<file path="src/rtl/psum_drain_engine_if.sv">
// -----------------------------------------------------------------------------
// psum_drain_engine_if
// Bundles the job-control, OFIFO and PSUM SRAM signals of the partial-sum
// drain engine.
//
// Parameters: COL (lanes per vector), PSUM_BW (signed lane width),
//             ADDR_W (PSUM SRAM address width).
//
// Signals (direction as seen by the engine, i.e. the slave modport):
//   start        in   one-cycle job request
//   acc_mode     in   1 = read-add-write, 0 = overwrite
//   relu_en      in   1 = clamp negative lanes to zero
//   base_addr    in   first SRAM address of the job
//   num_vec      in   number of vectors in the job
//   ofifo_valid  in   OFIFO head word available
//   ofifo_out    in   OFIFO head word, lane k at [k*PSUM_BW +: PSUM_BW]
//   ofifo_rd     out  OFIFO pop strobe
//   pmem_cen     out  SRAM chip enable, active-low
//   pmem_wen     out  SRAM write enable, active-low
//   pmem_a       out  SRAM address
//   pmem_d       out  SRAM write data
//   pmem_q       in   SRAM read data, valid the cycle after a read
//   busy         out  engine not idle
//   done         out  one-cycle job completion pulse
// -----------------------------------------------------------------------------
interface psum_drain_engine_if #(
  parameter int COL     = 8,
  parameter int PSUM_BW = 16,
  parameter int ADDR_W  = 11
);
  logic                     start;
  logic                     acc_mode;
  logic                     relu_en;
  logic [ADDR_W-1:0]        base_addr;
  logic [ADDR_W-1:0]        num_vec;
  logic                     ofifo_valid;
  logic [COL*PSUM_BW-1:0]   ofifo_out;
  logic                     ofifo_rd;
  logic                     pmem_cen;
  logic                     pmem_wen;
  logic [ADDR_W-1:0]        pmem_a;
  logic [COL*PSUM_BW-1:0]   pmem_d;
  logic [COL*PSUM_BW-1:0]   pmem_q;
  logic                     busy;
  logic                     done;

  // The engine side.
  modport slave (
    input  start, acc_mode, relu_en, base_addr, num_vec,
    input  ofifo_valid, ofifo_out, pmem_q,
    output ofifo_rd, pmem_cen, pmem_wen, pmem_a, pmem_d, busy, done
  );

  // The controller / memory side.
  modport master (
    output start, acc_mode, relu_en, base_addr, num_vec,
    output ofifo_valid, ofifo_out, pmem_q,
    input  ofifo_rd, pmem_cen, pmem_wen, pmem_a, pmem_d, busy, done
  );
endinterface

</file>
<file path="src/rtl/psum_drain_engine.sv">
// -----------------------------------------------------------------------------
// psum_drain_engine
// Drains partial-sum vectors from the OFIFO into the PSUM SRAM. Each vector is
// either written as-is (overwrite) or added lane-wise to the word already held
// at the target address (accumulate), optionally clamped by ReLU.
//
// Ports:
//   clk    in  single clock, all state on the rising edge
//   reset  in  asynchronous, active-low reset
//   bus    psum_drain_engine_if.slave (job control, OFIFO, SRAM, status)
//
// Build option:
//   PSUM_SAT_EN  defined   -> lane sums saturate to the signed PSUM_BW range
//                undefined -> lane sums wrap modulo 2^PSUM_BW
//
// Per-vector sequence:
//   overwrite : WAIT_FIFO (pop) -> WRITE                    2 cycles
//   accumulate: WAIT_FIFO (pop + SRAM read) -> READ -> WRITE 3 cycles
// All SRAM/OFIFO strobes are decoded from the registered state, so an
// asynchronous reset returns every output to its idle value at once.
// -----------------------------------------------------------------------------
module psum_drain_engine #(
  parameter int COL     = 8,
  parameter int PSUM_BW = 16,
  parameter int ADDR_W  = 11
) (
  input  logic                 clk,
  input  logic                 reset,
  psum_drain_engine_if.slave   bus
);

  localparam int VEC_W = COL * PSUM_BW;

  localparam logic [2:0] S_IDLE      = 3'd0;
  localparam logic [2:0] S_WAIT_FIFO = 3'd1;
  localparam logic [2:0] S_READ      = 3'd2;
  localparam logic [2:0] S_WRITE     = 3'd3;
  localparam logic [2:0] S_DONE      = 3'd4;

  logic [2:0]        r_state;
  logic [2:0]        w_state_next;

  // Job configuration, frozen at start.
  logic              r_acc_mode;
  logic              r_relu_en;
  logic [ADDR_W-1:0] r_base_addr;
  logic [ADDR_W-1:0] r_num_vec;

  logic [ADDR_W-1:0] r_index;
  logic [VEC_W-1:0]  r_vec;

  logic              w_pop;
  logic              w_rd;
  logic              w_wr;
  logic              w_last;
  logic [ADDR_W-1:0] w_addr;
  logic [VEC_W-1:0]  w_result;

  // ---------------------------------------------------------------------------
  // Decode
  // ---------------------------------------------------------------------------
  assign w_pop  = (r_state == S_WAIT_FIFO) && bus.ofifo_valid;
  assign w_rd   = w_pop && r_acc_mode;
  assign w_wr   = (r_state == S_WRITE);
  // Addition at ADDR_W bits gives the silent wrap past the top of the SRAM.
  assign w_addr = r_base_addr + r_index;
  assign w_last = (r_index == (r_num_vec - 1'b1));

  // ---------------------------------------------------------------------------
  // Next-state logic
  // ---------------------------------------------------------------------------
  always_comb begin
    w_state_next = r_state;
    case (r_state)
      S_IDLE: begin
        if (bus.start) begin
          w_state_next = (bus.num_vec == '0) ? S_DONE : S_WAIT_FIFO;
        end
      end
      S_WAIT_FIFO: begin
        if (bus.ofifo_valid) begin
          w_state_next = r_acc_mode ? S_READ : S_WRITE;
        end
      end
      S_READ:  w_state_next = S_WRITE;
      S_WRITE: w_state_next = w_last ? S_DONE : S_WAIT_FIFO;
      S_DONE:  w_state_next = S_IDLE;
      default: w_state_next = S_IDLE;
    endcase
  end

  // ---------------------------------------------------------------------------
  // State and datapath registers
  // ---------------------------------------------------------------------------
  always_ff @(posedge clk or negedge reset) begin
    if (!reset) begin
      r_state     <= S_IDLE;
      r_acc_mode  <= 1'b0;
      r_relu_en   <= 1'b0;
      r_base_addr <= '0;
      r_num_vec   <= '0;
      r_index     <= '0;
      r_vec       <= '0;
    end else begin
      r_state <= w_state_next;

      // Start is only honoured in IDLE; later starts leave the job untouched.
      if ((r_state == S_IDLE) && bus.start) begin
        r_acc_mode  <= bus.acc_mode;
        r_relu_en   <= bus.relu_en;
        r_base_addr <= bus.base_addr;
        r_num_vec   <= bus.num_vec;
        r_index     <= '0;
      end

      if (w_pop) begin
        r_vec <= bus.ofifo_out;
      end

      if (w_wr && !w_last) begin
        r_index <= r_index + 1'b1;
      end
    end
  end

  // ---------------------------------------------------------------------------
  // Lane arithmetic: sum, overflow handling, then ReLU
  // ---------------------------------------------------------------------------
  for (genvar gi = 0; gi < COL; gi++) begin : g_lane
    logic [PSUM_BW-1:0] w_a;
    logic [PSUM_BW-1:0] w_b;
    logic [PSUM_BW-1:0] w_clip;

    assign w_a = r_vec[gi*PSUM_BW +: PSUM_BW];
    // pmem_q holds the word read in WAIT_FIFO through READ and WRITE.
    assign w_b = r_acc_mode ? bus.pmem_q[gi*PSUM_BW +: PSUM_BW] : '0;

`ifdef PSUM_SAT_EN
    logic [PSUM_BW:0] w_sum;

    // One guard bit: the two top bits differ exactly when the sum left the
    // signed range, and the guard bit then gives the direction.
    assign w_sum = {w_a[PSUM_BW-1], w_a} + {w_b[PSUM_BW-1], w_b};

    always_comb begin
      if (w_sum[PSUM_BW] != w_sum[PSUM_BW-1]) begin
        w_clip = w_sum[PSUM_BW] ? {1'b1, {(PSUM_BW-1){1'b0}}}
                                : {1'b0, {(PSUM_BW-1){1'b1}}};
      end else begin
        w_clip = w_sum[PSUM_BW-1:0];
      end
    end
`else
    // Two's-complement wrap modulo 2^PSUM_BW.
    assign w_clip = w_a + w_b;
`endif

    assign w_result[gi*PSUM_BW +: PSUM_BW] =
      (r_relu_en && w_clip[PSUM_BW-1]) ? '0 : w_clip;
  end

  // ---------------------------------------------------------------------------
  // Outputs; address and data are parked at zero whenever the SRAM is idle
  // ---------------------------------------------------------------------------
  assign bus.ofifo_rd = w_pop;
  assign bus.pmem_cen = !(w_rd || w_wr);
  assign bus.pmem_wen = !w_wr;
  assign bus.pmem_a   = (w_rd || w_wr) ? w_addr : '0;
  assign bus.pmem_d   = w_wr ? w_result : '0;
  assign bus.busy     = (r_state != S_IDLE);
  assign bus.done     = (r_state == S_DONE);

endmodule
</file>
<file path="src/flat_wrapper.sv">
// flat-port wrapper written by rule: the top's interface ports become plain ports
module psum_drain_engine_flat 
#(
  parameter int COL     = 8,
  parameter int PSUM_BW = 16,
  parameter int ADDR_W  = 11
)
  (clk, reset, bus_start, bus_acc_mode, bus_relu_en, bus_base_addr, bus_num_vec, bus_ofifo_valid, bus_ofifo_out, bus_pmem_q, bus_ofifo_rd, bus_pmem_cen, bus_pmem_wen, bus_pmem_a, bus_pmem_d, bus_busy, bus_done);
  psum_drain_engine_if #(.COL(COL), .PSUM_BW(PSUM_BW), .ADDR_W(ADDR_W)) bus_i ();
  input  logic clk;
  input  logic reset;
  input wire logic [$bits(bus_i.start)-1:0] bus_start;
  input wire logic [$bits(bus_i.acc_mode)-1:0] bus_acc_mode;
  input wire logic [$bits(bus_i.relu_en)-1:0] bus_relu_en;
  input wire logic [$bits(bus_i.base_addr)-1:0] bus_base_addr;
  input wire logic [$bits(bus_i.num_vec)-1:0] bus_num_vec;
  input wire logic [$bits(bus_i.ofifo_valid)-1:0] bus_ofifo_valid;
  input wire logic [$bits(bus_i.ofifo_out)-1:0] bus_ofifo_out;
  input wire logic [$bits(bus_i.pmem_q)-1:0] bus_pmem_q;
  output wire logic [$bits(bus_i.ofifo_rd)-1:0] bus_ofifo_rd;
  output wire logic [$bits(bus_i.pmem_cen)-1:0] bus_pmem_cen;
  output wire logic [$bits(bus_i.pmem_wen)-1:0] bus_pmem_wen;
  output wire logic [$bits(bus_i.pmem_a)-1:0] bus_pmem_a;
  output wire logic [$bits(bus_i.pmem_d)-1:0] bus_pmem_d;
  output wire logic [$bits(bus_i.busy)-1:0] bus_busy;
  output wire logic [$bits(bus_i.done)-1:0] bus_done;
  assign bus_i.start = bus_start;
  assign bus_i.acc_mode = bus_acc_mode;
  assign bus_i.relu_en = bus_relu_en;
  assign bus_i.base_addr = bus_base_addr;
  assign bus_i.num_vec = bus_num_vec;
  assign bus_i.ofifo_valid = bus_ofifo_valid;
  assign bus_i.ofifo_out = bus_ofifo_out;
  assign bus_i.pmem_q = bus_pmem_q;
  assign bus_ofifo_rd = bus_i.ofifo_rd;
  assign bus_pmem_cen = bus_i.pmem_cen;
  assign bus_pmem_wen = bus_i.pmem_wen;
  assign bus_pmem_a = bus_i.pmem_a;
  assign bus_pmem_d = bus_i.pmem_d;
  assign bus_busy = bus_i.busy;
  assign bus_done = bus_i.done;
  psum_drain_engine #(.COL(COL), .PSUM_BW(PSUM_BW), .ADDR_W(ADDR_W)) u_core (.clk(clk), .reset(reset), .bus(bus_i));
endmodule
</file>
<file path="config.mk">
export PLATFORM = sky130hd
export DESIGN_NAME = psum_drain_engine_flat
export DESIGN_NICKNAME = d
export VERILOG_FILES = /design/src/rtl/psum_drain_engine_if.sv /design/src/rtl/psum_drain_engine.sv /design/src/flat_wrapper.sv
export SDC_FILE = /design/constraint.sdc
export NUM_CORES = 1
export LEC_CHECK = 0
export BUFFER_PORTS_ARGS = -buffer_cell sky130_fd_sc_hd__buf_2
export CAP_MARGIN = 15
export CORE_AREA = 2 2 164 166
export DETAILED_ROUTE_END_ITERATION = 6
export DIE_AREA = 0 0 166 168
export PLACE_DENSITY = 0.9
export SYNTH_ARGS = -nofsm -noshare
export SYNTH_HDL_FRONTEND = slang
export SYNTH_SLANG_ARGS = --single-unit
</file>
<file path="constraint.sdc">
create_clock -name clk -period 16.92 [get_ports clk]
set_input_delay 5.076 -clock clk [delete_from_list [all_inputs] [get_ports clk]]
set_output_delay 5.076 -clock clk [all_outputs]
set_load 0.02 [all_outputs]
</file>
### Yosys cells after proc, flatten, opt, wreduce, memory -nomap -nowiden

Index checks and enable logic that the tools add are counted.

* word-level logic and storage cells: 72
* output and inout bits: 144
* register bits: 166
* input port bits: 284

* add/sub/neg operators: 11
* reduce and logical (&&, ||, !) cells: 21
* equal/unequal tests: 7
* muxes and demuxes: 26

Operator list (number)
* 16-bit two-way mux: 16
* 16-bit adder: 8
* 128-bit two-way mux: 1
* 11-bit two-way mux: 3
* 1-bit logical AND: 12
* 3-bit two-way mux: 4
* 3-bit one-hot mux with 4 select lines: 1
* 11-bit by 1-bit adder with 11-bit output (second input constant): 1
* 11-bit adder: 1
* 11-bit equality test: 1
* 11-bit zero test: 1
* 11-bit by 1-bit subtractor with 11-bit output (second input constant): 1
* 3-bit by 2-bit equality test with 1-bit output (second input constant): 2
* 2-bit != test (second input constant): 2
* 3-bit by 1-bit equality test with 1-bit output (second input constant): 1
* 3-bit equality test (second input constant): 1
* 1-bit zero test: 3
* 3-bit zero test: 1
* 3-bit nonzero test: 1
* 2-bit AND reduction: 1
* 2-bit nonzero test: 1
* 1-bit logical OR: 1
* 1-bit two-way mux: 1

### Logic depth before layout (Yosys ltp)

Gate-level depths: netlist of run 1.

* depth in word-level cells: 5
* depth in mapped cells: 14
* depth with buffers taken out: 11

### Worst setup path after synthesis of run 1

OpenSTA, ideal clock, no wires.

* path kind: input-to-output
* from: input bus_pmem_q[86]
* to: output bus_pmem_d[84]
* buffers on the path: 1
* data arrival time: 7.621 ns
* data required time: 11.844 ns
* stages: 9
* setup slack: 4.223 ns
* cells stage by stage: and2_1 > ha_1 > or4_1 > o22ai_1 > o221ai_1 > mux2i_1 > a311o_1 > buf_2 > a211oi_1

* word-level cells in the longest chain between the ends: 5

RTL lines
* start, declared: RTL line flat_wrapper.sv:19 `input wire logic [$bits(bus_i.pmem_q)-1:0] bus_pmem_q;`
* 16-bit two-way mux: RTL line psum_drain_engine.sv:136 `assign w_b = r_acc_mode ? bus.pmem_q[gi*PSUM_BW +: PSUM_BW] : '0;`
* 16-bit adder: RTL line psum_drain_engine.sv:155 `assign w_clip = w_a + w_b;`
* 1-bit logical AND: RTL line psum_drain_engine.sv:159 `(r_relu_en && w_clip[PSUM_BW-1]) ? '0 : w_clip;`
* 16-bit two-way mux: RTL line psum_drain_engine.sv:159
* 128-bit two-way mux: RTL line psum_drain_engine.sv:169 `assign bus.pmem_d = w_wr ? w_result : '0;`
* end, declared: RTL line flat_wrapper.sv:24 `output wire logic [$bits(bus_i.pmem_d)-1:0] bus_pmem_d;`

No other way between the ends.

### Final worst setup path of run 1

* from: input bus_pmem_q[17]
* to: output bus_pmem_d[29]

* word-level cells in the longest chain between the ends: 5

RTL lines (RTL line)
* 16-bit two-way mux (*): psum_drain_engine.sv:136
* 16-bit adder (*): psum_drain_engine.sv:155
* 1-bit logical AND: psum_drain_engine.sv:159
* 16-bit two-way mux (*): psum_drain_engine.sv:159
* 128-bit two-way mux (*): psum_drain_engine.sv:169

Every way passes the cells marked *; elsewhere a longest branch is shown, timed or not.

==> results of run 1 <==
[report_power, final]
| group | internal [mW] | switching (mW) |
|---|---|---|
| clock network | 0.201 | 0.208 |
| registers | 0.597 | 0.181 |
| logic | 1.08 | 1.50 |
| total | 1.88 | 1.89 |
[cells in the final DEF, fill, tap and decap left out, types with 26 or more instances in the layout]
cell	instances
nor3_1	43
a211oi_1	26
ha_1	132
xor2_1	54
nand2_1	91
nor2b_1	29
xnor2_1	50
o21a_1	43
nor2_1	150
a21oi_1	83
o21ai_0	73
and2_1	120
mux2_2	146
inv_1	59
a21o_1	35
buf_2	426
dfrtp_1	165
[state kept, by name (all words and copies together), names as in the netlist]
name	flops
u_core.r_acc_mode	1
u_core.r_base_addr	11
u_core.r_index	11
u_core.r_num_vec	11
u_core.r_relu_en	1
u_core.r_state	3
u_core.r_vec	128
[final cells by class]
cell class / count / area share (%)
Sequential cell: 166 / 24.2
Antenna cell: 8 / 0.116
Inverter: 59 / 1.29
Clock buffer: 17 / 2.48
Multi-Input combinational cell: 1297 / 55.7
Clock inverter: 15 / 1.02
Tap cell: 341 / 2.48
Timing Repair Buffer: 432 / 12.7
[synth_stat cells, types with 15 or more instances]
cell type  number  area share (%)
a21oi_1        83             2.9
nand2b_1       17            0.75
clkbuf_1       52             1.4
nor3_1         43             1.5
a211oi_1       26             1.4
xor2_1         54             3.3
a21o_1         35             1.9
mux2_2        146              12
nand3_1        17            0.60
and2_1        120             5.3
dfrtp_1       166              29
ha_1          132              12
nor2_1        150             4.0
o21a_1         43             2.3
inv_1          59             1.6
o21ai_0        73             2.6
nand2_1        91             2.4
nor2b_1        29             1.3
xnor2_1        50             3.1
nor3b_1        15            0.79
[kinds of logic after synthesis]
logic type	after synthesis	share of synthesized area (%)
AND/OR/NAND/NOR	534	19.2
AO/OA/AOI/OAI	369	17.1
flip-flops	166	29.3
multiplexers	149	11.8
adder cells (fa/ha/maj)	141	12.9
buffers and inverters	116	3.20
XOR/XNOR	104	6.42
[worst reg2reg max path, stage by stage (launching register included)]
cell and delay, ns:
dfrtp_1 0.49, inv_1 0.11, ha_1 0.26, nor3b_1 0.28
xnor2_1 0.18, nand3_1 0.11, or4_4 0.51, a21oi_2 0.64
and2_1 0.43, o2bb2ai_1 0.16
[routing by layer]
layer	vias to the layer above	wire, um	track usage, %	share of wire [%]
met5	-	59	0	0.14
li1	6443	-	-	-
met1	6469	16900	35.8	39
met4	10	1580	11.3	3.7
met3	132	3280	6.02	7.6
met2	625	21300	52.7	49
[through the flow]
| step | cells | hold WS (ns) | utilization, % | setup WS, ns | instance area [um2] |
|---|---|---|---|---|---|
| global route | 2333 | 0.526 | 65.2 | 3.44 | 17200 |
| global placement | 2295 | 0.494 | 62.9 | 3.83 | 16600 |
| finish | 2335 | 0.518 | 65.2 | 3.69 | 17200 |
| floorplan | 1579 | 0.484 | - | 4.22 | 14200 |
| CTS | 2327 | 0.519 | 65.1 | 3.76 | 17200 |
| detailed placement | 2295 | 0.502 | 62.9 | 3.78 | 16600 |
[worst paths after layout]
kind | from | to | slack, ns | cells past startpoint
setup / recovery | bus_pmem_q[17] | bus_pmem_d[29] | 3.69 | 12
hold / removal | u_core.r_vec[26]$_DFFE_PN0P_ | u_core.r_vec[26]$_DFFE_PN0P_ | 0.52 | 1
setup reg to reg | u_core.r_num_vec[0]$_DFFE_PN0P_ | u_core.r_index[10]$_DFFE_PN0P_ | 13.68 | 9
hold reg to reg | u_core.r_vec[26]$_DFFE_PN0P_ | u_core.r_vec[26]$_DFFE_PN0P_ | 0.52 | 1
max in group asynchronous | reset | u_core.r_acc_mode$_DFFE_PN0P_ | 10.68 | 2
min in group asynchronous | reset | u_core.r_vec[57]$_DFFE_PN0P_ | 4.70 | 1
==> out/results.ini, run 1 <==
[synthesis]
avgSynthCellArea_um2 = 8.98
synth_edf_count = 0
ys.flop_type = dfrtp_1
ys_warn_count = 0
ys_ff_latch = 166
syn_area_mm2 = 0.0142
post_synth_num_cell_types = 63
synth_nets = 2004
async_reset_ff_share_pct = 100
seq_area_frac_synth_pct = 29.3
synthCells = 1579

[timing]
worst_pin_slew_ns = 1.05
final_hold_viol_count = 0
fmaxAchievable_mhz = 75.6
setup_viol = 0
relSlewSlack_pct = 29.4
finClkSkew_ns = 0.0273
finalSetupTns_ns = 0
fin_crit_sh_pct = 78.2
period_needed_ns = 13.23
maxSlewViolCount = 0
rsz0062_at_grt = no

[grt]
grt-ovfl-total = 0
grt_usage_pct = 29.8
antenna_found_initial = 13
grt_max_degree = 98
grt_pass1_vias = 13300
grt_pass1_wl_mm = 67.5

[critical_path]
path_class = in2out
worst_path_max_delay_cell = o211ai_1
cpPeakStageDelay_ns = 0.85
cp-start-kind = input port
cpMostUsedCell = buf_2
crit_family = compound AO/OA/AOI/OAI gates
cp_data_arrival_time_ns = 8.15
path_cells = buf_2 > nand2_1 > inv_1 > ha_1 > a211oi_1 > nor2_1 > o41ai_1 > o31ai_1 > o21a_1 > o211ai_1 > a21oi_1 > buf_2
crit_buf_inv = 3
critPathMaxFanout = 15
end_kind = primary output
required_ns = 11.84

[floorplanning]
core-area_mm2 = 0.0264
die_h_um = 168
die_x_um = 166
dieArea_mm2 = 0.0279
initial_core_util_pct = 53.8
io-pin-count = 428
rows = 60

[clocking]
cts_setup_buffers = 0
tritoncts = yes
clk_latency_ns = 0.44
cts-root-buf = clkbuf_16
postCtsHoldBufs = 0
clockBufferDepth = 2
cts_inserted_buffers = 17
htree_levels = 4
cts.sinks = 166
ctsResizeCount = 0
clk_pin_slew_worst_paths_ns = 0.09

[power_and_ir_drop]
total_power_mw = 3.77
power_density_mw_per_mm2 = 219
cellLeakagePower_nw = 8.47
irDropWorstVdd_mv = 0.113

[drt]
wl_per_cell_um = 18.5
totalWireLength_mm = 43.1
drc = 0
vias = 13700
ant_nets = 0
drt_iter0_drc = 1107
viasPerCell = 5.86
dr.pass1.iters = 6

[place]
place_congestion = 0.978
dp.final_hpwl_mm = 33.2
portBuffers = 427

[finish]
fillers = 2140
fin_nets = 2398
drive_gt1_share_pct = 31.4
syn2layout_area_growth_pct = 21.2
multiInputGateArea_mm2 = 0.00958
regArea_mm2 = 0.00416

[worst_hold_path]
hold_class = reg2reg

[run_status]
outcome = complete, no violations

[run]
drv_cap = 0

(Power assumes the default switching activity.)
==> run 2: changes to the inputs <==
--- a/config.mk
+++ b/config.mk
@@ -7,10 +7,9 @@
 export LEC_CHECK = 0
 export BUFFER_PORTS_ARGS = -buffer_cell sky130_fd_sc_hd__buf_2
 export CAP_MARGIN = 15
-export CORE_AREA = 2 2 164 166
+export CORE_UTILIZATION = 48
 export DETAILED_ROUTE_END_ITERATION = 6
-export DIE_AREA = 0 0 166 168
-export PLACE_DENSITY = 0.9
+export PLACE_DENSITY = 0.84
 export SYNTH_ARGS = -nofsm -noshare
 export SYNTH_HDL_FRONTEND = slang
 export SYNTH_SLANG_ARGS = --single-unit
==> constraint.sdc (replaced) <==
create_clock -name clk -period 11.7 [get_ports clk]
set_input_delay 3.51 -clock clk [delete_from_list [all_inputs] [get_ports clk]]
set_output_delay 3.51 -clock clk [all_outputs]
set_load 0.02 [all_outputs]
==> out/results.ini, run 2 (same netlist as run 1, synthesis figures left out) <==
[run_status]
outcome = finished with violations
violations = design-rule violations

[finish]
syn2layout_area_growth_pct = 21.7
final_common_cell = buf_2
largest-register = u_core.r_vec
stdcell_area_mm2 = 0.0173  ; +0.43%
fin_cells = 2379  ; +1.9%
final_cell_mix = buf_2 (426), dfrtp_1 (165), nor2_1 (150)
fin_nets = 2398  ; unchanged
fin_util_pct = 59.8  ; -5.4 points
drive_gt1_share_pct = 31.3  ; -0.050 points
largest_reg_flops = 128  ; unchanged

[grt]
grt_max_degree = 91  ; -7.1%
grt_pass1_vias = 13400  ; +0.92%
grt_pass1_wl_mm = 68.1  ; +0.89%
grt_usage_pct = 28.2  ; -1.6 points
antenna_found_initial = 10  ; -3
grt-ovfl-total = 0  ; unchanged

[clocking]
cts_inserted_buffers = 17  ; unchanged
clockBufferDepth = 2  ; unchanged
ctsResizeCount = 0  ; unchanged
htree_levels = 4  ; unchanged
postCtsHoldBufs = 0  ; unchanged
cts-root-buf = clkbuf_16
cts_setup_buffers = 0  ; unchanged
tritoncts = yes
clk_latency_ns = 0.44  ; about the same
cts.sinks = 166  ; unchanged
clk_pin_slew_worst_paths_ns = 0.06  ; -0.03 ns

[floorplanning]
rows = 62  ; +3.3%
dieArea_mm2 = 0.0302  ; +8.4%
die_x_um = 174  ; +4.7%
io-pin-count = 428  ; unchanged
die_h_um = 174  ; +3.5%
core-area_mm2 = 0.0289  ; +9.5%
initial_core_util_pct = 49.1  ; -4.7 points

[critical_path]
cpPeakStageDelay_ns = 0.68  ; -0.17 ns
required_ns = 8.19  ; -3.65 ns
crit_family = simple AND/OR/NAND/NOR gates
crit_start = bus_pmem_q[113]
path_class = in2out
path_cells = buf_2 > and2_1 > ha_1 > a21o_1 > a21oi_1 > o211a_1 > o211ai_1 > nand4_1 > nand3_1 > nor3_1 > buf_2
cp-start-kind = input port
crit_buf_inv = 2  ; -1
cpMostUsedCell = buf_2
cp_data_arrival_time_ns = 6.67  ; -1.48 ns
timing.rr.start = u_core.r_num_vec[0]$_DFFE_PN0P_
end_kind = primary output
critPathMaxFanout = 15  ; unchanged
worst_path_max_delay_cell = nor3_1

[timing]
final_hold_viol_count = 0  ; unchanged
rsz0062_at_grt = no
relSlewSlack_pct = 29.0  ; -0.42 points
finClkSkew_ns = 0.0119  ; -0.0153 ns
fmaxAchievable_mhz = 98.2
fin_crit_sh_pct = 87.0
maxSlewViolCount = 0  ; unchanged
setup_viol = 0  ; unchanged
worst_pin_slew_ns = 1.07  ; +0.0109 ns
finalSetupTns_ns = 0  ; unchanged
period_needed_ns = 10.18

[place]
dp.final_hpwl_mm = 33.9  ; +2.1%
place_congestion = 0.956  ; -2.2%
place_inst = 2338  ; +1.9%
portBuffers = 427  ; unchanged
place_area_mm2 = 0.0166  ; +0.32%

[drt]
drt_iter0_drc = 831  ; -25%
wl_per_cell_um = 18.2  ; -1.2%
viasPerCell = 5.72  ; -2.3%
ant_nets = 0  ; unchanged
vias = 13600  ; -0.47%
totalWireLength_mm = 43.4  ; +0.70%
drc = 1  ; +1
dr.pass1.iters = 7  ; +1

[worst_hold_path]
min_from = u_core.r_vec[118]$_DFFE_PN0P_
hold_class = reg2reg

[power_and_ir_drop]
irDropWorstVdd_mv = 0.242  ; +110%
cellLeakagePower_nw = 8.48  ; +0.13%
power_density_mw_per_mm2 = 318  ; +45%
total_power_mw = 5.49  ; +46%

[run]
drv_cap = 0  ; unchanged

run 2: layout make-up:
cell class              count  area [um2]
fillers                  2526       11600
multi-input cells        1297        9580
flip-flops and latches    166        4160
repair buffers            432        2180
well taps                 384         480
clock buffers              18         429
inverters                  59         221
clock inverters            14         189
diodes                      9        22.5
run 2: report_power, final:
group	internal [mW]	switching [mW]
combinational	1.57	2.18
sequential	0.864	0.268
clock	0.344	0.268
run 2: path summary, 6_finish.rpt:
check | to | slack [ns] | depth (start not counted)
min in group asynchronous | u_core.r_vec[47]$_DFFE_PN0P_ | 3.14 | 1
max in group asynchronous | u_core.r_index[6]$_DFFE_PN0P_ | 6.92 | 2
setup / recovery | bus_pmem_d[118] | 1.52 | 11
hold / removal | u_core.r_vec[118]$_DFFE_PN0P_ | 0.52 | 1
setup reg to reg | u_core.r_index[2]$_DFFE_PN0P_ | 8.38 | 9
hold reg to reg | u_core.r_vec[118]$_DFFE_PN0P_ | 0.52 | 1
run 2: per-stage QoR:
step	worst slack [ns]	hold slack [ns]
floorplan	2.14	0.484
global placement	1.46	0.496
detailed placement	1.42	0.503
CTS	1.41	0.520
global route	1.21	0.524
finish	1.52	0.517
run 2: metal layers:
layer | part of all wire [%] | vias to the layer above | routed length [um] | global-route usage, %
met2 | 48 | 615 | 20900 | 47.9
li1 | - | 6438 | - | -
met4 | 3.9 | 2 | 1690 | 12.0
met5 | 0.030 | - | 13 | 0
met3 | 6.7 | 104 | 2920 | 5.37
met1 | 41 | 6456 | 17900 | 34.8
==> run 3: changes to the inputs <==
--- a/config.mk
+++ b/config.mk
@@ -9,6 +9,7 @@
 export CAP_MARGIN = 15
 export CORE_UTILIZATION = 48
 export DETAILED_ROUTE_END_ITERATION = 6
+export GPL_TIMING_DRIVEN = 0
 export PLACE_DENSITY = 0.84
 export SYNTH_ARGS = -nofsm -noshare
 export SYNTH_HDL_FRONTEND = slang
==> out/results.ini, run 3 (same netlist as run 1, synthesis figures left out) <==
[drt]
viasPerCell = 5.67  ; -0.93%
wl_per_cell_um = 19.0  ; +4.1%
ant_nets = 0  ; unchanged
vias = 13800  ; +1.3%
totalWireLength_mm = 46.2  ; +6.4%
drc = 0  ; -1
drt_iter0_drc = 688  ; -17%
dr.pass1.iters = 5  ; -2

[floorplanning]
rows = 62  ; unchanged
dieArea_mm2 = 0.0302  ; unchanged
core-area_mm2 = 0.0289  ; unchanged
initial_core_util_pct = 49.1  ; unchanged
die_x_um = 174  ; unchanged
io-pin-count = 428  ; unchanged
die_h_um = 174  ; unchanged

[power_and_ir_drop]
irDropWorstVdd_mv = 0.175  ; -28%
cellLeakagePower_nw = 8.53  ; +0.50%
power_density_mw_per_mm2 = 317  ; -0.27%
total_power_mw = 5.53  ; +0.69%

[finish]
final_cell_mix = buf_2 (429), dfrtp_1 (166), nor2_1 (150)
largest-register = u_core.r_vec
fin_util_pct = 60.4  ; +0.57 points
largest_reg_flops = 128  ; unchanged
fin_nets = 2451  ; +2.2%
regArea_mm2 = 0.00415  ; about the same
fillers = 2622  ; +3.8%
final_common_cell = buf_2
drive_gt1_share_pct = 30.5  ; -0.86 points
syn2layout_area_growth_pct = 22.9
multiInputGateArea_mm2 = 0.00957  ; about the same

[grt]
busiest_layer = met2
grt-ovfl-total = 0  ; unchanged
grt_util_met2_pct = 50.9  ; +3.0 points
use_met1_pct = 36.9  ; +2.1 points
grt_max_degree = 87  ; -4.4%
antenna_found_initial = 17  ; +7
grt_pass1_vias = 13700  ; +1.7%
grt_pass1_wl_mm = 71.7  ; +5.4%
use_met3_pct = 6.18  ; +0.81 points
grt_usage_pct = 30.4  ; +2.3 points

[timing]
setup_ws_ns = 1.67  ; +0.154 ns
final_hold_viol_count = 0  ; unchanged
fin_crit_sh_pct = 85.7  ; -1.3 points
relSlewSlack_pct = 34.6  ; +5.6 points
finClkSkew_ns = 0.00776  ; -0.00418 ns
rsz0062_at_grt = no
fmaxAchievable_mhz = 99.7  ; +1.5%
maxSlewViolCount = 0  ; unchanged
setup_viol = 0  ; unchanged
period_needed_ns = 10.03  ; -0.154 ns
finalSetupTns_ns = 0  ; unchanged
worst_pin_slew_ns = 0.981  ; -0.0841 ns

[place]
dp_slack_ns = 1.74  ; +0.326 ns
dp.final_hpwl_mm = 36.9  ; +8.8%
place_congestion = 0.945  ; -1.2%
portBuffers = 427  ; unchanged

[critical_path]
path_class = in2out
worst_path_max_delay_cell = a311o_1
path_cells = buf_2 > nand2_1 > inv_1 > ha_1 > a21oi_1 > o21ai_0 > o22ai_1 > o221ai_1 > mux2i_1 > a311o_1 > buf_2 > a211oi_1 > buf_2
crit_buf_inv = 4  ; +2
cpPeakStageDelay_ns = 0.44  ; -0.24 ns
cpMostUsedCell = buf_2
crit_family = compound AO/OA/AOI/OAI gates
critPathMaxFanout = 10  ; -5
end_kind = primary output
required_ns = 8.19  ; about the same
cp_data_arrival_time_ns = 6.52  ; -0.15 ns
cp-start-kind = input port

[clocking]
htree_levels = 4  ; unchanged
clk_latency_ns = 0.45  ; about the same
clockBufferDepth = 2  ; unchanged
cts_setup_buffers = 0  ; unchanged
cts-root-buf = clkbuf_16
postCtsHoldBufs = 0  ; unchanged
cts_inserted_buffers = 17  ; unchanged
tritoncts = yes
ctsResizeCount = 0  ; unchanged
clk_pin_slew_worst_paths_ns = 0.08  ; +0.02 ns
cts.sinks = 166  ; unchanged

[run_status]
outcome = complete, no violations

[run]
drv_cap = 0  ; unchanged

[worst_hold_path]
hold_class = reg2reg

## run 3: changes by cell type in the layout (fill, tap and decap cells not counted), sizes merged
cell,change
clkbuf,+52
bufinv,-3
clkinvlp,+2
buf,+1
clkinv,+1
diode,+1
## run 3: report_power, final
| group | internal [mW] | leakage [nW] | switching (mW) |
|---|---|---|---|
| clock network | 0.282 | 0.269 | 0.277 |
| registers | 0.863 | 1.98 | 0.232 |
| logic | 1.60 | 6.28 | 2.27 |
| total | 2.75 | 8.53 | 2.78 |
## run 3: worst paths after layout
| kind | startpoint | end | slack (ns) | depth (start not counted) |
|---|---|---|---|---|
| worst max-delay path | bus_pmem_q[81] | bus_pmem_d[84] | 1.67 | 13 |
| worst min-delay path | u_core.r_vec[23]$_DFFE_PN0P_ | u_core.r_vec[23]$_DFFE_PN0P_ | 0.51 | 1 |
| worst max register to register | u_core.r_num_vec[0]$_DFFE_PN0P_ | u_core.r_index[8]$_DFFE_PN0P_ | 8.92 | 10 |
| worst min register to register | u_core.r_vec[23]$_DFFE_PN0P_ | u_core.r_vec[23]$_DFFE_PN0P_ | 0.51 | 1 |
| max in group asynchronous | reset | u_core.r_vec[15]$_DFFE_PN0P_ | 7.79 | 2 |
| min in group asynchronous | reset | u_core.r_vec[57]$_DFFE_PN0P_ | 3.03 | 1 |
## run 3: worst register-to-register path, stage by stage, from the launching register on
cell	delay (ns)
dfrtp_1	0.50
inv_1	0.10
ha_1	0.24
nor3b_1	0.32
xnor2_1	0.18
nand3_1	0.11
or4_4	0.49
a21oi_2	0.19
buf_6	0.17
nor2_1	0.06
a211o_1	0.29
## run 3: final cells by class
class                      count  share of cell area, %
antenna                       10                  0.144
buffer                        57                   1.34
clock buffer                  18                   2.46
clock inverter                14                  0.768
inverter                      59                   1.27
multi-input combinational   1297                   54.9
sequential                   166                   23.8
tap                          384                   2.76
timing repair buffer         428                   12.5
## run 3: metrics by stage
stage | cells | hold WS [ns] | instance area [um2]
after floorplan | 1579 | 0.484 | 14200
after global placement | 2390 | 0.495 | 16800
after detailed placement | 2391 | 0.503 | 16800
after CTS | 2423 | 0.521 | 17400
after global routing | 2433 | 0.529 | 17400
final | 2433 | 0.514 | 17400
## run 3: routing by layer
layer,vias up,share of wire [%]
met2,577,48
met4,6,4.5
met3,131,6.8
li1,6540,-
met5,-,0.097
met1,6541,40
